==> src/rtl/dcd_scan_if.sv <==
// Bundles the decoder's control inputs and decoded outputs.
//   master : drives en/mode/sel, observes dout/code/wrap (bench or parent)
//   slave  : the dcd_scan block itself
// Signals:
//   en    block enable; 0 idles all output lines
//   mode  0 = manual decode, 1 = auto scan
//   sel   manual select code, also the scan start code
//   dout  one-hot decoded lines (2^SEL_W wide)
//   code  code currently decoded onto dout
//   wrap  one-cycle pulse when the scan code wraps from max to 0
interface dcd_scan_if #(
    parameter int SEL_W = 2
);
    localparam int OUT_W = 1 << SEL_W;

    logic             en;
    logic             mode;
    logic [SEL_W-1:0] sel;
    logic [OUT_W-1:0] dout;
    logic [SEL_W-1:0] code;
    logic             wrap;

    modport master (
        output en, mode, sel,
        input  dout, code, wrap
    );

    modport slave (
        input  en, mode, sel,
        output dout, code, wrap
    );
endinterface

==> src/rtl/dcd_scan.sv <==
// Registered N-to-2^N one-hot decoder with an auto-scan mode for multiplexed
// display digits or row strobes. Code 0 drives the MSB output line.
// Ports:
//   clk_i  rising-edge clock
//   rst_i  synchronous active-high reset
//   bus    dcd_scan_if slave modport (en, mode, sel in; dout, code, wrap out)
//
// state  | meaning
// IDLE   | outputs idle, code and prescaler frozen
// MANUAL | code follows sel every cycle
// SCAN   | code advances every DIV cycles, wrapping mod 2^SEL_W
module dcd_scan #(
    parameter int SEL_W   = 2,
    parameter int DIV     = 4,
    parameter bit ACT_LOW = 1'b0
) (
    input  logic        clk_i,
    input  logic        rst_i,
    dcd_scan_if.slave   bus
);
    localparam int OUT_W = 1 << SEL_W;
    localparam int PRE_W = (DIV > 1) ? $clog2(DIV) : 1;
    localparam logic [PRE_W-1:0] PRE_MAX  = PRE_W'(DIV - 1);
    localparam logic [OUT_W-1:0] MSB_LINE = {1'b1, {(OUT_W-1){1'b0}}};
    localparam logic [OUT_W-1:0] IDLE_LVL = ACT_LOW ? {OUT_W{1'b1}} : {OUT_W{1'b0}};

    typedef enum logic [1:0] {
        IDLE   = 2'd0,
        MANUAL = 2'd1,
        SCAN   = 2'd2
    } state_t;

    state_t           state_q, state_d;
    logic [SEL_W-1:0] code_q,  code_d;
    logic [PRE_W-1:0] pre_q,   pre_d;
    logic             wrap_q,  wrap_d;
    logic [OUT_W-1:0] dout_q,  dout_d;

    always_ff @(posedge clk_i) begin
        if (rst_i) begin
            state_q <= IDLE;
            code_q  <= '0;
            pre_q   <= '0;
            wrap_q  <= 1'b0;
            dout_q  <= IDLE_LVL;
        end else begin
            state_q <= state_d;
            code_q  <= code_d;
            pre_q   <= pre_d;
            wrap_q  <= wrap_d;
            dout_q  <= dout_d;
        end
    end

    always_comb begin
        state_d = state_q;
        code_d  = code_q;
        pre_d   = pre_q;
        wrap_d  = 1'b0;

        // en=0 wins over mode changes and any pending scan step
        if (!bus.en) begin
            state_d = IDLE;
        end else begin
            case (state_q)
                IDLE, MANUAL: begin
                    code_d = bus.sel;
                    if (bus.mode) begin
                        state_d = SCAN;
                        pre_d   = '0;
                    end else begin
                        state_d = MANUAL;
                    end
                end
                SCAN: begin
                    if (!bus.mode) begin
                        state_d = MANUAL;
                        code_d  = bus.sel;
                    end else if (pre_q == PRE_MAX) begin
                        pre_d  = '0;
                        code_d = code_q + 1'b1;
                        wrap_d = (code_q == {SEL_W{1'b1}});
                    end else begin
                        pre_d = pre_q + 1'b1;
                    end
                end
                default: begin
                    state_d = IDLE;
                end
            endcase
        end

        // dout is registered alongside code so it always matches the code output
        if (state_d == IDLE) begin
            dout_d = IDLE_LVL;
        end else if (ACT_LOW) begin
            dout_d = ~(MSB_LINE >> code_d);
        end else begin
            dout_d = MSB_LINE >> code_d;
        end
    end

    assign bus.dout = dout_q;
    assign bus.code = code_q;
    assign bus.wrap = wrap_q;
endmodule

==> src/flat_wrapper.sv <==
// flat-port wrapper written by rule: the top's interface ports become plain ports
module dcd_scan_flat 
#(
    parameter int SEL_W   = 2,
    parameter int DIV     = 4,
    parameter bit ACT_LOW = 1'b0
)
  (clk_i, rst_i, bus_en, bus_mode, bus_sel, bus_dout, bus_code, bus_wrap);
  dcd_scan_if #(.SEL_W(SEL_W)) bus_i ();
  input  logic clk_i;
  input  logic rst_i;
  input wire logic [$bits(bus_i.en)-1:0] bus_en;
  input wire logic [$bits(bus_i.mode)-1:0] bus_mode;
  input wire logic [$bits(bus_i.sel)-1:0] bus_sel;
  output wire logic [$bits(bus_i.dout)-1:0] bus_dout;
  output wire logic [$bits(bus_i.code)-1:0] bus_code;
  output wire logic [$bits(bus_i.wrap)-1:0] bus_wrap;
  assign bus_i.en = bus_en;
  assign bus_i.mode = bus_mode;
  assign bus_i.sel = bus_sel;
  assign bus_dout = bus_i.dout;
  assign bus_code = bus_i.code;
  assign bus_wrap = bus_i.wrap;
  dcd_scan #(.SEL_W(SEL_W), .DIV(DIV), .ACT_LOW(ACT_LOW)) u_core (.clk_i(clk_i), .rst_i(rst_i), .bus(bus_i));
endmodule
==> config.mk <==
export PLATFORM = sky130hd
export DESIGN_NAME = dcd_scan_flat
export DESIGN_NICKNAME = d
export VERILOG_FILES = /design/src/rtl/dcd_scan_if.sv /design/src/rtl/dcd_scan.sv /design/src/flat_wrapper.sv
export SDC_FILE = /design/constraint.sdc
export NUM_CORES = 1
export LEC_CHECK = 0
export CAP_MARGIN = 40
export CORE_AREA = 8 8 45 47
export DETAILED_ROUTE_END_ITERATION = 12
export DIE_AREA = 0 0 53 55
export SLEW_MARGIN = 20
export SYNTH_ARGS = -nofsm -noshare
export SYNTH_HDL_FRONTEND = slang
export SYNTH_SLANG_ARGS = --single-unit
==> constraint.sdc <==
create_clock -name clk_i -period 1.8 [get_ports clk_i]
set_input_delay 0.18 -clock clk_i [delete_from_list [all_inputs] [get_ports clk_i]]
set_output_delay 0.18 -clock clk_i [all_outputs]
set_load 0.02 [all_outputs]
==> results of run 1 <==
-- Yosys cell counts, drive strengths merged, types with 2 or more instances --
library cell | count | area share
and4b | 3 | 0.071
nand3b | 2 | 0.033
ha | 2 | 0.055
nor2b | 3 | 0.041
o21ai | 4 | 0.044
dfxtp | 11 | 0.48
a22oi | 2 | 0.033
nor2 | 9 | 0.074
-- power by group --
group	leakage, nW	internal (W)	switching, W
clock	0.0150	0.0000856	0.0000806
sequential	0.0897	0.000252	0.00000733
combinational	0.149	0.0000389	0.0000307
total	0.254	0.000376	0.000119
-- area by class of cell --
class,instances,area [um2]
flip-flops and latches,11,220
repair buffers,15,143
clock buffers,4,26.3
fillers,144,744
inverters,1,3.75
well taps,16,20.0
multi-input cells,34,226
-- path summary, 6_finish.rpt --
| kind | startpoint | end |
|---|---|---|
| max reg2reg | u_core.pre_q[0] | u_core.bus.dout[3] |
| min reg2reg | u_core.pre_q[1] | u_core.pre_q[1] |
| min | u_core.pre_q[1] | u_core.pre_q[1] |
| max | u_core.bus.code[0] | bus_code[0] |
-- routing by layer --
layer  vias up  wire length (um)  GRT usage
met3         2                78     0.0348
met5         -                 0          0
li1        205                 -          -
met2        11               441      0.123
met1       178               453     0.0877
met4         0                10     0.0517
-- stage by stage --
stage | worst slack, ns | utilization | instances | instance area (um2) | hold slack, ns
after global routing | 0.179 | 0.462 | 81 | 639 | 0.574
final | 0.268 | 0.462 | 81 | 639 | 0.531
after CTS | 0.252 | 0.462 | 81 | 639 | 0.533
after detailed placement | 0.190 | 0.443 | 77 | 613 | 0.516
after floorplan | 0.353 | - | 47 | 455 | 0.256
after global placement | 0.220 | 0.443 | 77 | 613 | 0.504
-- kinds of logic (layout without fill, tap and decap cells) --
family / Yosys count / count (layout)
AO/OA/AOI/OAI: 9 / 9
adder cells (fa/ha/maj): 2 / 2
buffers and inverters: 2 / 20
flip-flops: 11 / 11
multiplexers: 1 / 1
AND/OR/NAND/NOR: 22 / 22
-- state kept, by name (all words and copies together), names as in the netlist --
register         cells
u_core.bus.dout      4
u_core.pre_q         2
u_core.bus.code      2
u_core.bus.wrap      1
u_core.state_q       2
-- cells in the final DEF (no fill, tap or decap), types with 2 or more instances in the layout --
cell | netlist | layout
nor2b_1 | 3 | 3
nor2_1 | 9 | 9
a22oi_1 | 2 | 2
o21ai_0 | 4 | 4
clkbuf_4 | 0 | 3
buf_4 | 0 | 3
and4b_2 | 2 | 2
dfxtp_1 | 11 | 11
ha_1 | 2 | 2
clkdlybuf4s50_1 | 0 | 12
nand3b_1 | 2 | 2
==> impl_metrics.toml, run 1 <==
[status]
status = "finished clean"

[worst_setup_path]
path_depth = 1
crit_path_start_kind = "flop"
cp.arrival_ns = 1.35
end_kind = "output port"
rrSetupSlack_ns = 0.32
crit_slowest_cell = "clkdlybuf4s50_1"
crit_family = "buffers and inverters"
path_buf_inv = 1
reg2reg_depth = 6
max_stage_delay_ns = 0.65
path_cells = "clkdlybuf4s50_1"
cp_max_fo = 6
path_class = "reg -> out"
required_ns = 1.62

[logic_synthesis]
yosysWarnings = 0
ys_ff_latch = 11
synth_xor_xnor_area_share = 0
syn_inst = 47
synthFlopType = "dfxtp_1"
synth_top_family_by_area = "simple AND/OR/NAND/NOR gates"
synth_area_um2 = 455
synthArstFlopShare = 0
yosysSeqAreaShare = 0.484
yosys.area_share.adder = 0.0549
synthSimpleGateAreaFrac = 0.294
synth_mux_area_frac = 0.0220
syn_nets = 55
synth_compound_area_frac = 0.126
synth.distinct_cells = 20
synth_edf_count = 0
syn_area_per_cell_um2 = 9.69

[worst_hold_path]
hp-class = "reg -> reg"
min_path_cells = 2

[clocking]
postCtsSetupRepairBufs = 0
ctsHoldBuffers = 0
clock-sinks = 11
cts_resized = 0
cts-root-buf = "clkbuf_4"
cts_buffers = 3
htreeDepth = 1
cts_tree = "built"
cts_buffer_depth = 2
cts.clk_slew.worst_paths_ns = 0.07
insertion_delay_ns = 0.26

[routing]
routedWlPerCell_um = 12.1
vias_per_cell = 4.89
drt_wl_total_um = 984
antenna_left = 0
first_iter_violations = 3
vias = 396
dr.pass1.iters = 4
route.detailed.drc = 0

[floorplanning]
dieArea_mm2 = 0.00292
start_util = 0.329
io_pins = 13
die_w_um = 53
design.core.area_mm2 = 0.00138
fp.dieH_um = 55
rows = 14

[global_route]
grt_pass1_vias = 415
grt_pass1_wl_um = 1690
grt_max_degree = 9
grtUsageTotal = 0.0796
grt-ovfl-total = 0
antenna_found_initial = 0

[power]
finalPower_w = 0.000495
peakVddDrop_mv = 0.345
power.density_mw_per_mm2 = 774
leakagePower_nw = 0.254

[timing]
fin_crit_sh = 0.851
tns_ns = 0
rsz0062_at_grt = "false"
finalSetupViolCount = 0
tightest_slew_ns = 0.233
fmax_ghz = 0.653
fin_skew_ns = 0.00186
finalMaxSlewViolations = 0
max-slew-margin-rel = 0.843
fin_crit_ns = 1.53
finalHoldViolations = 0

[place]
portBuffers = 12
hpwl_um = 757
globalplace.congestion = 0.778

[final_layout]
n_antenna_cell = 0
drive_gt1_frac = 0.138
final_net_count = 74
area_growth_pct = 40.4

[flow_run]
maxCapViolations = 0
(Power assumes the default switching activity.)
==> run 2, diff against run 1 <==
--- a/config.mk
+++ b/config.mk
@@ -7,6 +7,7 @@
 export LEC_CHECK = 0
 export CAP_MARGIN = 40
 export CORE_AREA = 8 8 45 47
+export CTS_BUF_LIST = sky130_fd_sc_hd__clkbuf_16
 export DETAILED_ROUTE_END_ITERATION = 12
 export DIE_AREA = 0 0 53 55
 export SLEW_MARGIN = 20
==> impl_metrics.toml, run 2 (synthesized netlist as in run 1, its figures left out) <==
[final_layout]
drive_gt1_frac = 0.138
layout_common_cells = "12 x clkdlybuf4s50_1, 11 x dfxtp_1, 9 x nor2_1, 4 x o21ai_0"
area_growth_pct = 51.9
largest_reg_flops = 4
final_common_cell = "clkdlybuf4s50_1"
final_net_count = 74
finish.utilization = 0.500
n_antenna_cell = 0

[worst_hold_path]
hold_path_end = "u_core.pre_q[1]"
min_path_cells = 2
hp-class = "reg -> reg"
worstHoldStart = "u_core.pre_q[1]"

[global_route]
antenna_found_initial = 0
busiest_layer = "met2"
grt_pass1_wl_um = 1730
use_met2 = 0.125
grt-ovfl-total = 0
use_met3 = 0.0508
grt_max_degree = 9
grt_pass1_vias = 415
grtUsageTotal = 0.0862
met1_usage = 0.0862

[worst_setup_path]
max_stage_delay_ns = 0.65
timing.rr.start = "u_core.pre_q[0]"
path_cells = "clkdlybuf4s50_1"
crit_slowest_cell = "clkdlybuf4s50_1"
crit_family = "buffers and inverters"
crit_path_start_kind = "flop"
cp_max_fo = 6
end_kind = "output port"
required_ns = 1.62
startpoint = "u_core.bus.code[0]"
reg2reg_depth = 6
path_buf_inv = 1
rrSetupSlack_ns = 0.32
rr_endpoint = "u_core.bus.dout[3]"
cp.arrival_ns = 1.32
path_class = "reg -> out"

[timing]
finalHoldViolations = 0
rsz0062_at_grt = "false"
fmax_ghz = 0.669
tightest_slew_ns = 0.232
max-slew-margin-rel = 0.844
finalMaxSlewViolations = 0
fin_crit_sh = 0.831
fin_crit_ns = 1.50
fin_skew_ns = 0.000519
finalSetupViolCount = 0
tns_ns = 0

[floorplanning]
rows = 14
io_pins = 13
die_w_um = 53
start_util = 0.329
dieArea_mm2 = 0.00292
design.core.area_mm2 = 0.00138
fp.dieH_um = 55

[routing]
vias_per_cell = 4.93
dr.pass1.iters = 4
vias = 399
routedWlPerCell_um = 12.2
route.detailed.drc = 0
antenna_left = 0
first_iter_violations = 7
drt_wl_total_um = 987

[place]
portBuffers = 12
globalplace.congestion = 0.778
hpwl_um = 757

[power]
p_int_w = 0.000583
power.share.sequential = 0.358
power.density_mw_per_mm2 = 1050
combinationalPowerShare = 0.095
sw_frac_of_total = 0.199
peakVddDrop_mv = 0.631
clkPwrFrac = 0.547
leakagePower_nw = 0.281
p_sw_w = 0.000145

[flow_run]
maxCapViolations = 0

[clocking]
postCtsSetupRepairBufs = 0
cts-root-buf = "clkbuf_16"
htreeDepth = 1
cts_tree = "built"
cts_buffers = 3
insertion_delay_ns = 0.24
cts_buffer_depth = 2
clock-sinks = 11
ctsHoldBuffers = 0
cts.clk_slew.worst_paths_ns = 0.04
cts_resized = 0

[status]
status = "finished clean"
==> run 2: cell count changes in the layout (fill, tap and decap cells not counted), sizes merged <==
cell | previous run | this run
clkbuf | 4 | 3
inv | 1 | 2
==> run 2: metrics by stage <==
| stage | setup WS (ns) | instance area (um2) | total power (W) | hold WS [ns] | cells |
|---|---|---|---|---|---|
| 6_report | 0.305 | 692 | 0.000728 | 0.524 | 81 |
| 5_1_grt | 0.184 | 692 | 0.000768 | 0.570 | 81 |
| 4_1_cts | 0.291 | 692 | 0.000741 | 0.526 | 81 |
| 3_5_place_dp | 0.190 | 613 | 0.000335 | 0.516 | 77 |
| 3_3_place_gp | 0.220 | 613 | 0.000335 | 0.504 | 77 |
| 2_1_floorplan | 0.353 | 455 | 0.000297 | 0.256 | 47 |
==> run 2: worst min-delay path: stages, from the launching register on <==
cell	delay [ns]
dfxtp_1	0.32
a22oi_1	0.08
nor2_1	0.08
==> run 2: how the worst max path moves through the flow <==
stage / endpoint / slack [ns] / cells after the start
CTS: bus_code[0] / 0.29 / 1
global route: u_core.bus.dout[3] / 0.18 / 6
global placement: u_core.bus.dout[1] / 0.22 / 5
finish: bus_code[0] / 0.30 / 1
floorplan: u_core.bus.dout[1] / 0.35 / 5
detailed placement: u_core.bus.dout[1] / 0.19 / 5
==> run 2: power by group through the flow <==
| stage | Combinational, W | Clock, W | Sequential, W |
|---|---|---|---|
| global route | 0.0000762 | 0.000431 | 0.000262 |
| global placement | 0.0000698 | 0 | 0.000265 |
| detailed placement | 0.0000702 | 0 | 0.000265 |
| CTS | 0.0000704 | 0.000410 | 0.000261 |
| floorplan | 0.0000260 | 0 | 0.000271 |
| finish | 0.0000694 | 0.000398 | 0.000260 |
==> run 2: metal layers <==
layer  vias up  wire, um
li1        204         -
met1       180       428
met2        12       437
met3         3        91
met4         0        30
met5         -         0
==> run 2: final cells by class <==
cell class | instances | area, um2
Fill cell | 137 | 692
Multi-Input combinational cell | 34 | 226
Sequential cell | 11 | 220
Timing Repair Buffer | 15 | 143
Clock buffer | 3 | 75.1
Tap cell | 16 | 20.0
Clock inverter | 1 | 3.75
Inverter | 1 | 3.75
